==> config.mk <==
export PLATFORM = sky130hd
export DESIGN_NAME = imem_port_arbiter
export DESIGN_NICKNAME = d
export VERILOG_FILES = /design/src/rtl/imem_port_arbiter.sv
export SDC_FILE = /design/constraint.sdc
export NUM_CORES = 1
export LEC_CHECK = 0
export ABC_CLOCK_PERIOD_IN_PS = 2200
export CORE_AREA = 5 5 92 94
export CTS_CLUSTER_DIAMETER = 150
export DETAILED_ROUTE_END_ITERATION = 10
export DIE_AREA = 0 0 97 99
export DONT_BUFFER_PORTS = 1
export HOLD_SLACK_MARGIN = 0.02
export PLACE_DENSITY = 0.32
export SLEW_MARGIN = 0
export SYNTH_ARGS = -nofsm -noshare
export SYNTH_HDL_FRONTEND = slang
export SYNTH_SLANG_ARGS = --single-unit
==> constraint.sdc <==
create_clock -name clk -period 2.2 [get_ports clk]
set_clock_uncertainty 0.2 [all_clocks]
set_input_delay 0.33 -clock clk [delete_from_list [all_inputs] [get_ports clk]]
set_output_delay 0.33 -clock clk [all_outputs]
set_load 0.03 [all_outputs]
==> src/rtl/imem_port_arbiter.sv <==
// Arbitrates the single-port instruction memory between IF fetch and the loader/debug port.
// Optional IMEM_BOOT_HOLD_EN holds fetch off until boot_done has been seen.
module imem_port_arbiter #(
  parameter int unsigned ADDR_W       = 11,
  parameter int unsigned DATA_W       = 32,
  parameter int unsigned LD_BURST_MAX = 4
) (
  input  logic              clk,
  input  logic              rst,
`ifdef IMEM_BOOT_HOLD_EN
  input  logic              boot_done,
`endif
  input  logic              if_ce,
  input  logic [31:0]       if_addr,
  output logic [DATA_W-1:0] if_inst,
  output logic              if_valid,
  output logic              if_stall_req,
  input  logic              ld_req,
  input  logic              ld_we,
  input  logic [31:0]       ld_addr,
  input  logic [DATA_W-1:0] ld_wdata,
  output logic              ld_gnt,
  output logic              ld_ack,
  output logic [DATA_W-1:0] ld_rdata,
  output logic              mem_en,
  output logic              mem_we,
  output logic [ADDR_W-1:0] mem_addr,
  output logic [DATA_W-1:0] mem_wdata,
  input  logic [DATA_W-1:0] mem_rdata
);

  localparam int unsigned       RUN_W   = $clog2(LD_BURST_MAX) + 1;
  localparam logic [RUN_W-1:0]  RUN_MAX = RUN_W'(LD_BURST_MAX);

  typedef enum logic [1:0] {
    RSP_NONE  = 2'd0,
    RSP_IF    = 2'd1,
    RSP_LD_RD = 2'd2,
    RSP_LD_WR = 2'd3
  } rsp_e;

  rsp_e             rsp_q, rsp_d;
  logic [RUN_W-1:0] ld_run_q, ld_run_d;
  logic             ld_sel, if_sel, fetch_ok;

`ifdef IMEM_BOOT_HOLD_EN
  logic boot_ok_q, boot_ok_d;

  // Sticky: once boot_done is seen, fetch stays eligible until reset.
  assign boot_ok_d = boot_ok_q | boot_done;
  assign fetch_ok  = boot_ok_q;

  always_ff @(posedge clk) begin
    if (rst) boot_ok_q <= 1'b0;
    else     boot_ok_q <= boot_ok_d;
  end
`else
  assign fetch_ok = 1'b1;
`endif

  // Grant, burst counter, next response and memory drive.
  always_comb begin
    ld_sel    = 1'b0;
    if_sel    = 1'b0;
    ld_run_d  = ld_run_q;
    rsp_d     = RSP_NONE;
    mem_en    = 1'b0;
    mem_we    = 1'b0;
    mem_addr  = '0;
    mem_wdata = '0;
    if (!rst) begin
      ld_sel = ld_req && (!if_ce || (ld_run_q < RUN_MAX));
      if_sel = if_ce && !ld_sel && fetch_ok;

      // The run only counts loader wins over a waiting fetch.
      if (!if_ce || if_sel || !fetch_ok) begin
        ld_run_d = '0;
      end else if (ld_sel && (ld_run_q < RUN_MAX)) begin
        ld_run_d = ld_run_q + RUN_W'(1);
      end

      if (ld_sel) begin
        rsp_d     = ld_we ? RSP_LD_WR : RSP_LD_RD;
        mem_en    = 1'b1;
        mem_we    = ld_we;
        mem_addr  = ld_addr[ADDR_W+1:2];
        mem_wdata = ld_wdata;
      end else if (if_sel) begin
        rsp_d     = RSP_IF;
        mem_en    = 1'b1;
        mem_addr  = if_addr[ADDR_W+1:2];
        mem_wdata = ld_wdata;
      end
    end
  end

  always_ff @(posedge clk) begin
    if (rst) begin
      rsp_q    <= RSP_NONE;
      ld_run_q <= '0;
    end else begin
      rsp_q    <= rsp_d;
      ld_run_q <= ld_run_d;
    end
  end

  assign ld_gnt       = ld_sel;
  assign if_stall_req = !rst && if_ce && !if_sel;

  // Read data lands one cycle after the grant; steer it by the stored response kind.
  always_comb begin
    if_valid = 1'b0;
    if_inst  = '0;
    ld_ack   = 1'b0;
    ld_rdata = '0;
    if (!rst) begin
      case (rsp_q)
        RSP_IF: begin
          if_valid = 1'b1;
          if_inst  = mem_rdata;
        end
        RSP_LD_RD: begin
          ld_ack   = 1'b1;
          ld_rdata = mem_rdata;
        end
        RSP_LD_WR: ld_ack = 1'b1;
        default: ;
      endcase
    end
  end

  // Byte-offset and upper address bits are intentionally dropped.
  logic unused_addr_bits;
  assign unused_addr_bits = ^{if_addr[31:ADDR_W+2], if_addr[1:0],
                              ld_addr[31:ADDR_W+2], ld_addr[1:0]};

endmodule

==> results.ini, run 1 <==
[status]
status = completed

[logic_synthesis]
syn-num-nets = 288
synth_area_leaders = and2_1 55%, dfxtp_1 9.0%, a32oi_1 8.7%, buf_6 7.1%, nor2_1 4.4%
syn_area_mm2 = 0.00111
ys_ff_latch = 5
avgSynthCellArea_um2 = 7.19
yosys_warnings = 0
synthCells = 154
ys_types = 18
synth_top_area_share_pct = 54.8
synth_top_cell_by_area = and2_1
ys_seq_area_share_pct = 9.04

[cts]
h-tree-depth = 1
postCtsSetupBuffers = 0
cts_buffers = 3
clk_pin_slew_ns = 0.04
cts.sinks = 5
insertion_delay_ns = 0.22
tritoncts = done
cts-root-buf = clkbuf_8
clock_path_buffers = 2

[min_path]
min_path_type = primary input to register

[global_route]
grt_usage_pct = 8.59
grt_pass1_wl_um = 6700
grt_max_degree = 34
antenna_found_initial = 0
grt_pass1_vias = 1276
overflow = 0

[cells_and_area]
postLayoutCoreUtil_pct = 21.1
diodes = 0
fill_cells = 848
area_growth_pct = 44.2
fin_nets = 334
drive_gt1_share_pct = 31.2
layout_common_cells = 97 x and2_1, 53 x buf_4, 13 x nor2_1, 11 x a32oi_1, 5 x dfxtp_1
design_area_mm2 = 0.00160
final_common_cell = and2_1

[timing]
setup_violations = 0
max-slew-margin-rel_pct = 57.1
fmax_ghz = 0.483
rsz0062_at_grt = no
drv_slew = 0
tightest_slew_ns = 0.642
fin_crit_sh_pct = 94.1
hold_viol_final = 0
setup-tns-final_ns = 0
fin_crit_ns = 2.07

[placement]
gp_congestion = 0.801
place_area_mm2 = 0.00154
hpwlAfterDp_um = 3950
port_buffers = 0

[drt]
wire_per_inst_um = 14.9
num_vias = 1289
remaining_drc_errors = 0
drt_wl_total_um = 4480
via_per_inst = 4.28
first_pass_iters = 4
drtIter0Drc = 10
antenna_left = 0

[setup_path]
critical_path_class = register to primary output
required_ns = 1.67
crit_arrival_ns = 1.54
end_kind = primary output
worst_setup_path_start_kind = register
path_max_fanout = 12

[power_and_ir_drop]
pwr_density_cell_mw_per_mm2 = 365
p_leak_nw = 0.735
ir_worst_vdd_uv = 114

[floorplanning]
dieArea_mm2 = 0.00960
start_util_pct = 14.6
fp.dieW_um = 97
die_h_um = 99
floorplan.rows = 32
io_pins = 246
core_area_mm2 = 0.00757

[flow_run]
cap_violations = 0

[layer usage]
| layer | share of wire (%) | wire, um | global-route usage [%] | vias to the layer above |
|---|---|---|---|---|
| li1 | - | - | - | 586 |
| met1 | 29 | 1290 | 7.76 | 562 |
| met2 | 53 | 2360 | 16.2 | 137 |
| met3 | 17 | 773 | 4.03 | 4 |
| met4 | 1.4 | 64 | 3.89 | 0 |
| met5 | 0 | 0 | 0 | - |
[final cells by class]
type | count | area, um^2 | area share (%)
Tap cell | 102 | 128 | 7.99
Multi-Input combinational cell | 135 | 896 | 56.1
Clock buffer | 4 | 45.0 | 2.82
Sequential cell | 5 | 100 | 6.27
Timing Repair Buffer | 55 | 428 | 26.8
[cell usage after synthesis]
cell and number:
a21boi_2 1, a22oi_1 1, a32oi_1 11, and2_1 97, and2b_1 1, and2b_4 1, buf_2 5, buf_6 7
clkbuf_1 2, dfxtp_1 5, ha_1 1, nand2b_1 1, nor2_1 13, nor2_2 1, nor2b_1 3, nor3b_4 1
nor4bb_1 2, nor4bb_4 1
[worst paths after layout]
| kind | start | endpoint | slack, ns | cells after the start |
|---|---|---|---|---|
| worst min register to register | ld_run_q[0]$_SDFFE_PP0P_ | ld_run_q[0]$_SDFFE_PP0P_ | 0.23 | 1 |
| worst max register to register | ld_run_q[2]$_SDFFE_PP0P_ | ld_run_q[2]$_SDFFE_PP0P_ | 0.76 | 2 |
| worst min-delay path | if_ce | rsp_q[0]$_SDFF_PP0_ | 0.08 | 2 |
| worst max-delay path | ld_run_q[2]$_SDFFE_PP0P_ | mem_addr[0] | 0.13 | 4 |
[stage by stage]
step / std cells / total power, mW / hold slack, ns / setup WS [ns]
finish: 301 / 0.584 / 0.0830 / 0.129
global route: 301 / 0.619 / 0.0914 / 0.00746
CTS: 301 / 0.594 / 0.0778 / 0.114
detailed placement: 296 / 0.416 / 0.210 / 0.369
global placement: 296 / 0.416 / 0.208 / 0.355
floorplan: 154 / 0.361 / 0.198 / 0.212
[critical path: stages (launching register included)]
cell and delay, ns:
dfxtp_1 0.40, nand2b_1 0.43, a32oi_1 0.20, nor2_1 0.12, buf_4 0.17
[registers in the layout, summed over array words and instances (netlist names)]
name / cells
rsp_q: 2
ld_run_q: 3
[what timing repair did]
action,4_1_cts,5_1_grt
endpoints found under the hold margin,2,0
gates resized for setup,0,0
hold buffers,1,0
[logic make-up after synthesis]
group	after synthesis	share of synthesized area [%]
simple gates	121	69.4
flops	5	9.04
fa+ha+maj	1	1.13
compound gates	13	10.4
buf+inv	14	10.1
[power by group]
| group | leakage, nW | switching (mW) | internal, mW | total (mW) |
|---|---|---|---|---|
| clock network | 0.0228 | 0.0467 | 0.125 | 0.171 |
| logic | 0.672 | 0.220 | 0.0946 | 0.315 |
| registers | 0.0410 | 0.00283 | 0.0943 | 0.0972 |
Note: power is estimated with default switching activity, not from simulation.
==> run 2, diff against run 1 <==
Settings changed: ABC_CLOCK_PERIOD_IN_PS 2200 to 1750, CORE_AREA 5 5 92 94 to 5 5 93 95, CTS_CLUSTER_DIAMETER 150 to 120, DIE_AREA 0 0 97 99 to 0 0 98 100, PLACE_DENSITY 0.32 to 0.33.
Clock period 2.2 ns to 1.75 ns, I/O delays scaled along.
==> run 2 against run 1 <==
The flow now finishes with violations (setup timing). Global-route usage grew 2.6 points. First-iteration DRC count grew 80%. Sequential share of layout area shrank 2.2 points. Worst setup slack lost 0.17 ns. Count of clock-buffer cells in the layout is the same. Wire length grew 39%. Core utilization grew 14 points. Clock power grew 25%. Sequential power grew 23%. Combinational power grew 84%. Critical path type unchanged.
==> results.ini, run 2 (synthesis gave the netlist of run 1 again) <==
[status]
status = finished with violations
violations = setup timing

[floorplanning]
floorplan.rows = 32
fp.dieW_um = 98
core_area_mm2 = 0.00765
dieArea_mm2 = 0.00980
io_pins = 246
die_h_um = 100
start_util_pct = 14.5

[drt]
wl_met1_um = 1930
via_per_inst = 4.17
wl_met2_um = 3290
antenna_left = 0
routed.top_layer = met4
num_vias = 1559
dr_wl_met3_um = 908
wire_per_inst_um = 16.7
drtIter0Drc = 18
remaining_drc_errors = 0
drt_wl_total_um = 6240
first_pass_iters = 4

[placement]
place_area_mm2 = 0.00210
gp_congestion = 0.775
port_buffers = 0
hpwlAfterDp_um = 4680
placed_cells = 358

[timing]
setup-tns-final_ns = -1.16
fin_crit_sh_pct = 102
fin_ws_ns = -0.0378
rsz0062_at_grt = yes
max-slew-margin-rel_pct = 84.9
setup_violations = 55
tightest_slew_ns = 0.224
hold_viol_final = 0
fin_crit_ns = 1.79
drv_slew = 0
fmax_ghz = 0.559
whs_ns = 0.221

[cells_and_area]
stdcell_count = 374
area_growth_pct = 140
diodes = 0
final_common_cell = buf_6
regMostFlops = ld_run_q
drive_gt1_share_pct = 71.7
layout_common_cells = 63 x buf_6, 53 x buf_4, 50 x and2_4, 47 x and2_1, 13 x nor2_1
design_area_mm2 = 0.00265
fin_nets = 407
largest_register_ffs = 3
top_regs = ld_run_q x3, rsp_q x2

[cts]
insertion_delay_ns = 0.22
clk_pin_slew_ns = 0.04
cts.sinks = 5
cts_buffers = 3
h-tree-depth = 1
cts-root-buf = clkbuf_8
tritoncts = done
clock_path_buffers = 2

[global_route]
grt_pass1_vias = 1640
antenna_found_initial = 0
grt_pass1_wl_um = 8720
overflow = 0
grt_max_degree = 34
grt_usage_pct = 11.1

[power_and_ir_drop]
p_leak_nw = 1.27
ir_worst_vdd_uv = 136
total_power_mw = 0.912
pwr_density_cell_mw_per_mm2 = 344

[setup_path]
critical_path_class = register to primary output
path_max_fanout = 17
worst_setup_path_start_kind = register
required_ns = 1.29
r2r_slack_ns = 0.11
crit_arrival_ns = 1.33
end_kind = primary output

[flow_run]
cap_violations = 0

[min_path]
min_path_type = primary input to register

==> run 2: cell count changes in the layout (fill, tap and decap cells not counted), moves of 2 or more <==
cell,previous run,this run
buf_6,0,63
and2_1,97,47
and2_4,0,50
buf_12,1,7
a32oi_1,11,8
a32oi_2,0,3
and2b_4,1,4
dfxtp_1,5,2
dfxtp_4,0,2
nor4bb_1,2,0
nor4bb_2,0,2
==> run 2: path summary, 6_finish.rpt <==
kind | startpoint | end | depth (start not counted)
worst max-delay path | rsp_q[1]$_SDFF_PP0_ | if_inst[22] | 4
worst min-delay path | rst | ld_run_q[0]$_SDFFE_PP0P_ | 3
worst max register to register | ld_run_q[2]$_SDFFE_PP0P_ | rsp_q[0]$_SDFF_PP0_ | 4
worst min register to register | ld_run_q[0]$_SDFFE_PP0P_ | ld_run_q[0]$_SDFFE_PP0P_ | 1
==> run 2: metal layers <==
metal	track usage [%]	vias to the layer above
met5	0	-
met4	3.83	0
met3	4.45	7
met2	21.7	152
met1	10.5	667
li1	-	733
==> run 2: area by class of cell <==
| type | count | area [um^2] |
|---|---|---|
| fillers | 788 | 4990 |
| multi-input cells | 138 | 1100 |
| well taps | 102 | 128 |
| clock buffers | 4 | 45.0 |
| flip-flops and latches | 5 | 109 |
| repair buffers | 125 | 1270 |
==> run 2: power breakdown <==
part	switching [mW]	leakage, nW	internal [mW]	total (mW)
combinational	0.317	1.21	0.262	0.579
clock	0.0575	0.0228	0.156	0.214
sequential	0.00296	0.0426	0.117	0.120
==> run 2: repair_timing <==
action	4_1_cts	5_1_grt
hold buffers	2	0
setup endpoints to repair	74	75
resized for setup	93	38
pin swaps	1	8
endpoints found under the hold margin	2	0
buffers inserted	4	2
cloned	3	2
==> run 2: metrics by stage <==
step,utilization [%],worst slack (ns)
6_report,34.7,-0.0378
5_1_grt,34.7,-0.0990
4_1_cts,33.2,-0.0638
3_5_place_dp,27.4,-0.00153
3_3_place_gp,27.4,-0.00865
2_1_floorplan,-,0.0330
==> run 2: worst max-delay path, cell delays in order (launching register included) <==
cell and delay (ns):
dfxtp_2 0.33, nor3b_4 0.26, buf_12 0.21, and2_4 0.17, buf_6 0.13
==> run 3, diff against run 2 <==
Settings changed: CORE_AREA 5 5 93 95 to 5 5 91 93, CTS_BUF_LIST set to sky130_fd_sc_hd__clkbuf_2 sky130_fd_sc_hd__clkbuf_4 sky130_fd_sc_hd__clkbuf_8, DIE_AREA 0 0 98 100 to 0 0 96 98.
==> run 3 against run 2 <==
The run still ends with setup timing left. Cell count fell by 1.1%. Count of clock-buffer cells in the layout did not move. Combinational power fell by 4.7%. Wire length fell by 7.7%. Sequential power barely moved. Critical path type unchanged.
==> results.ini, run 3 (synthesis gave the netlist of run 1 again) <==
[status]
status = finished with violations
violations = setup timing

[cts]
clock_path_buffers = 2
cts-root-buf = clkbuf_8
cts_buffers = 3
tritoncts = done
clk_pin_slew_ns = 0.04
insertion_delay_ns = 0.22
h-tree-depth = 1
cts.sinks = 5

[floorplanning]
dieArea_mm2 = 0.00941
io_pins = 246
start_util_pct = 14.9
floorplan.rows = 32
fp.dieW_um = 96
die_h_um = 98
core_area_mm2 = 0.00745

[setup_path]
r2r_slack_ns = 0.13
worstPathCellList = buf_6, nor3b_4, buf_12, and2_1, buf_6
crit_family = buffers and inverters
worst_setup_path_start_kind = register
crit_top_cell = buf_6
required_ns = 1.29
crit_buf_inv = 3
path_max_fanout = 32
end_kind = primary output
crit_slowest_cell = dfxtp_2
crit_arrival_ns = 1.39
cpPeakStageDelay_ns = 0.33
critical_path_class = register to primary output

[timing]
fin_crit_ns = 1.85
fmax_ghz = 0.541
tightest_slew_ns = 0.233
max-slew-margin-rel_pct = 84.3
rsz0062_at_grt = yes
drv_slew = 0
fin_crit_sh_pct = 106
setup_violations = 55
whs_ns = 0.213
fin_ws_ns = -0.0999
hold_viol_final = 0

[cells_and_area]
layout_common_cells = 68 x and2_1, 62 x buf_6, 51 x buf_4, 29 x and2_4, 13 x nor2_1
diodes = 0
top_regs = ld_run_q x3, rsp_q x2
largest_register_ffs = 3
area_growth_pct = 131
final_common_cell = and2_1
design_area_mm2 = 0.00256
fin_nets = 403
drive_gt1_share_pct = 64.2
regMostFlops = ld_run_q

[placement]
port_buffers = 0
place_area_mm2 = 0.00207
hpwlAfterDp_um = 4300
gp_congestion = 0.642

[power_and_ir_drop]
pwr_density_cell_mw_per_mm2 = 354
p_leak_nw = 1.22
ir_worst_vdd_uv = 166

[drt]
via_per_inst = 4.13
first_pass_iters = 4
remaining_drc_errors = 0
antenna_left = 0
wire_per_inst_um = 15.6
drt_wl_total_um = 5760
num_vias = 1529
drtIter0Drc = 16

[global_route]
grt_max_degree = 34
antenna_found_initial = 0
grt_pass1_vias = 1539
overflow = 0
grt_usage_pct = 10.2
grt_pass1_wl_um = 7560

[flow_run]
cap_violations = 0

[min_path]
min_path_type = primary input to register

## run 3: routing by layer
| layer | wire, um | global-route usage, % |
|---|---|---|
| met1 | 1870 | 9.76 |
| met2 | 2940 | 19.8 |
| met3 | 888 | 3.24 |
| met4 | 63 | 3.28 |
| met5 | 0 | 0 |
## run 3: worst paths after layout
kind                                            endpoint  cells past startpoint                startpoint
worst max-delay path                         if_inst[10]                      5       rsp_q[1]$_SDFF_PP0_
worst min register to register  ld_run_q[0]$_SDFFE_PP0P_                      1  ld_run_q[0]$_SDFFE_PP0P_
worst min-delay path            ld_run_q[0]$_SDFFE_PP0P_                      3                       rst
worst max register to register       rsp_q[0]$_SDFF_PP0_                      4  ld_run_q[2]$_SDFFE_PP0P_
## run 3: area by class of cell
type	instances	area (um^2)
sequential	5	106
multi-input combinational	139	1070
tap	102	128
fill	784	4890
clock buffer	4	48.8
timing repair buffer	120	1200
## run 3: repair_timing
| action | 4_1_cts | 5_1_grt |
|---|---|---|
| hold buffers | 2 | 0 |
| setup endpoints to repair | 75 | 74 |
| endpoints found under the hold margin | 2 | 0 |
| cloned | 2 | 2 |
| pin swaps | 1 | 13 |
| gates resized for setup | 69 | 40 |
| setup buffers | 2 | 1 |
## run 3: worst register-to-register path: cells and delay by family (launching register included)
family          cells  cell delay [ns]
flops               1             0.35
simple gates        2             0.24
compound gates      1             0.15
buf+inv             1             0.56
## run 3: power breakdown
part / switching [mW] / internal [mW] / leakage (nW)
clock: 0.0601 / 0.172 / 0.0262
combinational: 0.309 / 0.243 / 1.15
sequential: 0.00479 / 0.118 / 0.0423
## run 3: metrics by stage
step           total power, mW  utilization, %  instances  setup WS (ns)  setup TNS, ns
6_report                 0.906            34.3        370        -0.0999          -3.35
5_1_grt                  0.952            34.3        370         -0.164          -7.24
4_1_cts                  0.887            32.4        367         -0.127          -4.53
3_5_place_dp             0.613            27.7        357        -0.0881         -0.120
3_3_place_gp             0.612            27.7        357        -0.0834        -0.0878
2_1_floorplan            0.457               -        154         0.0330              0
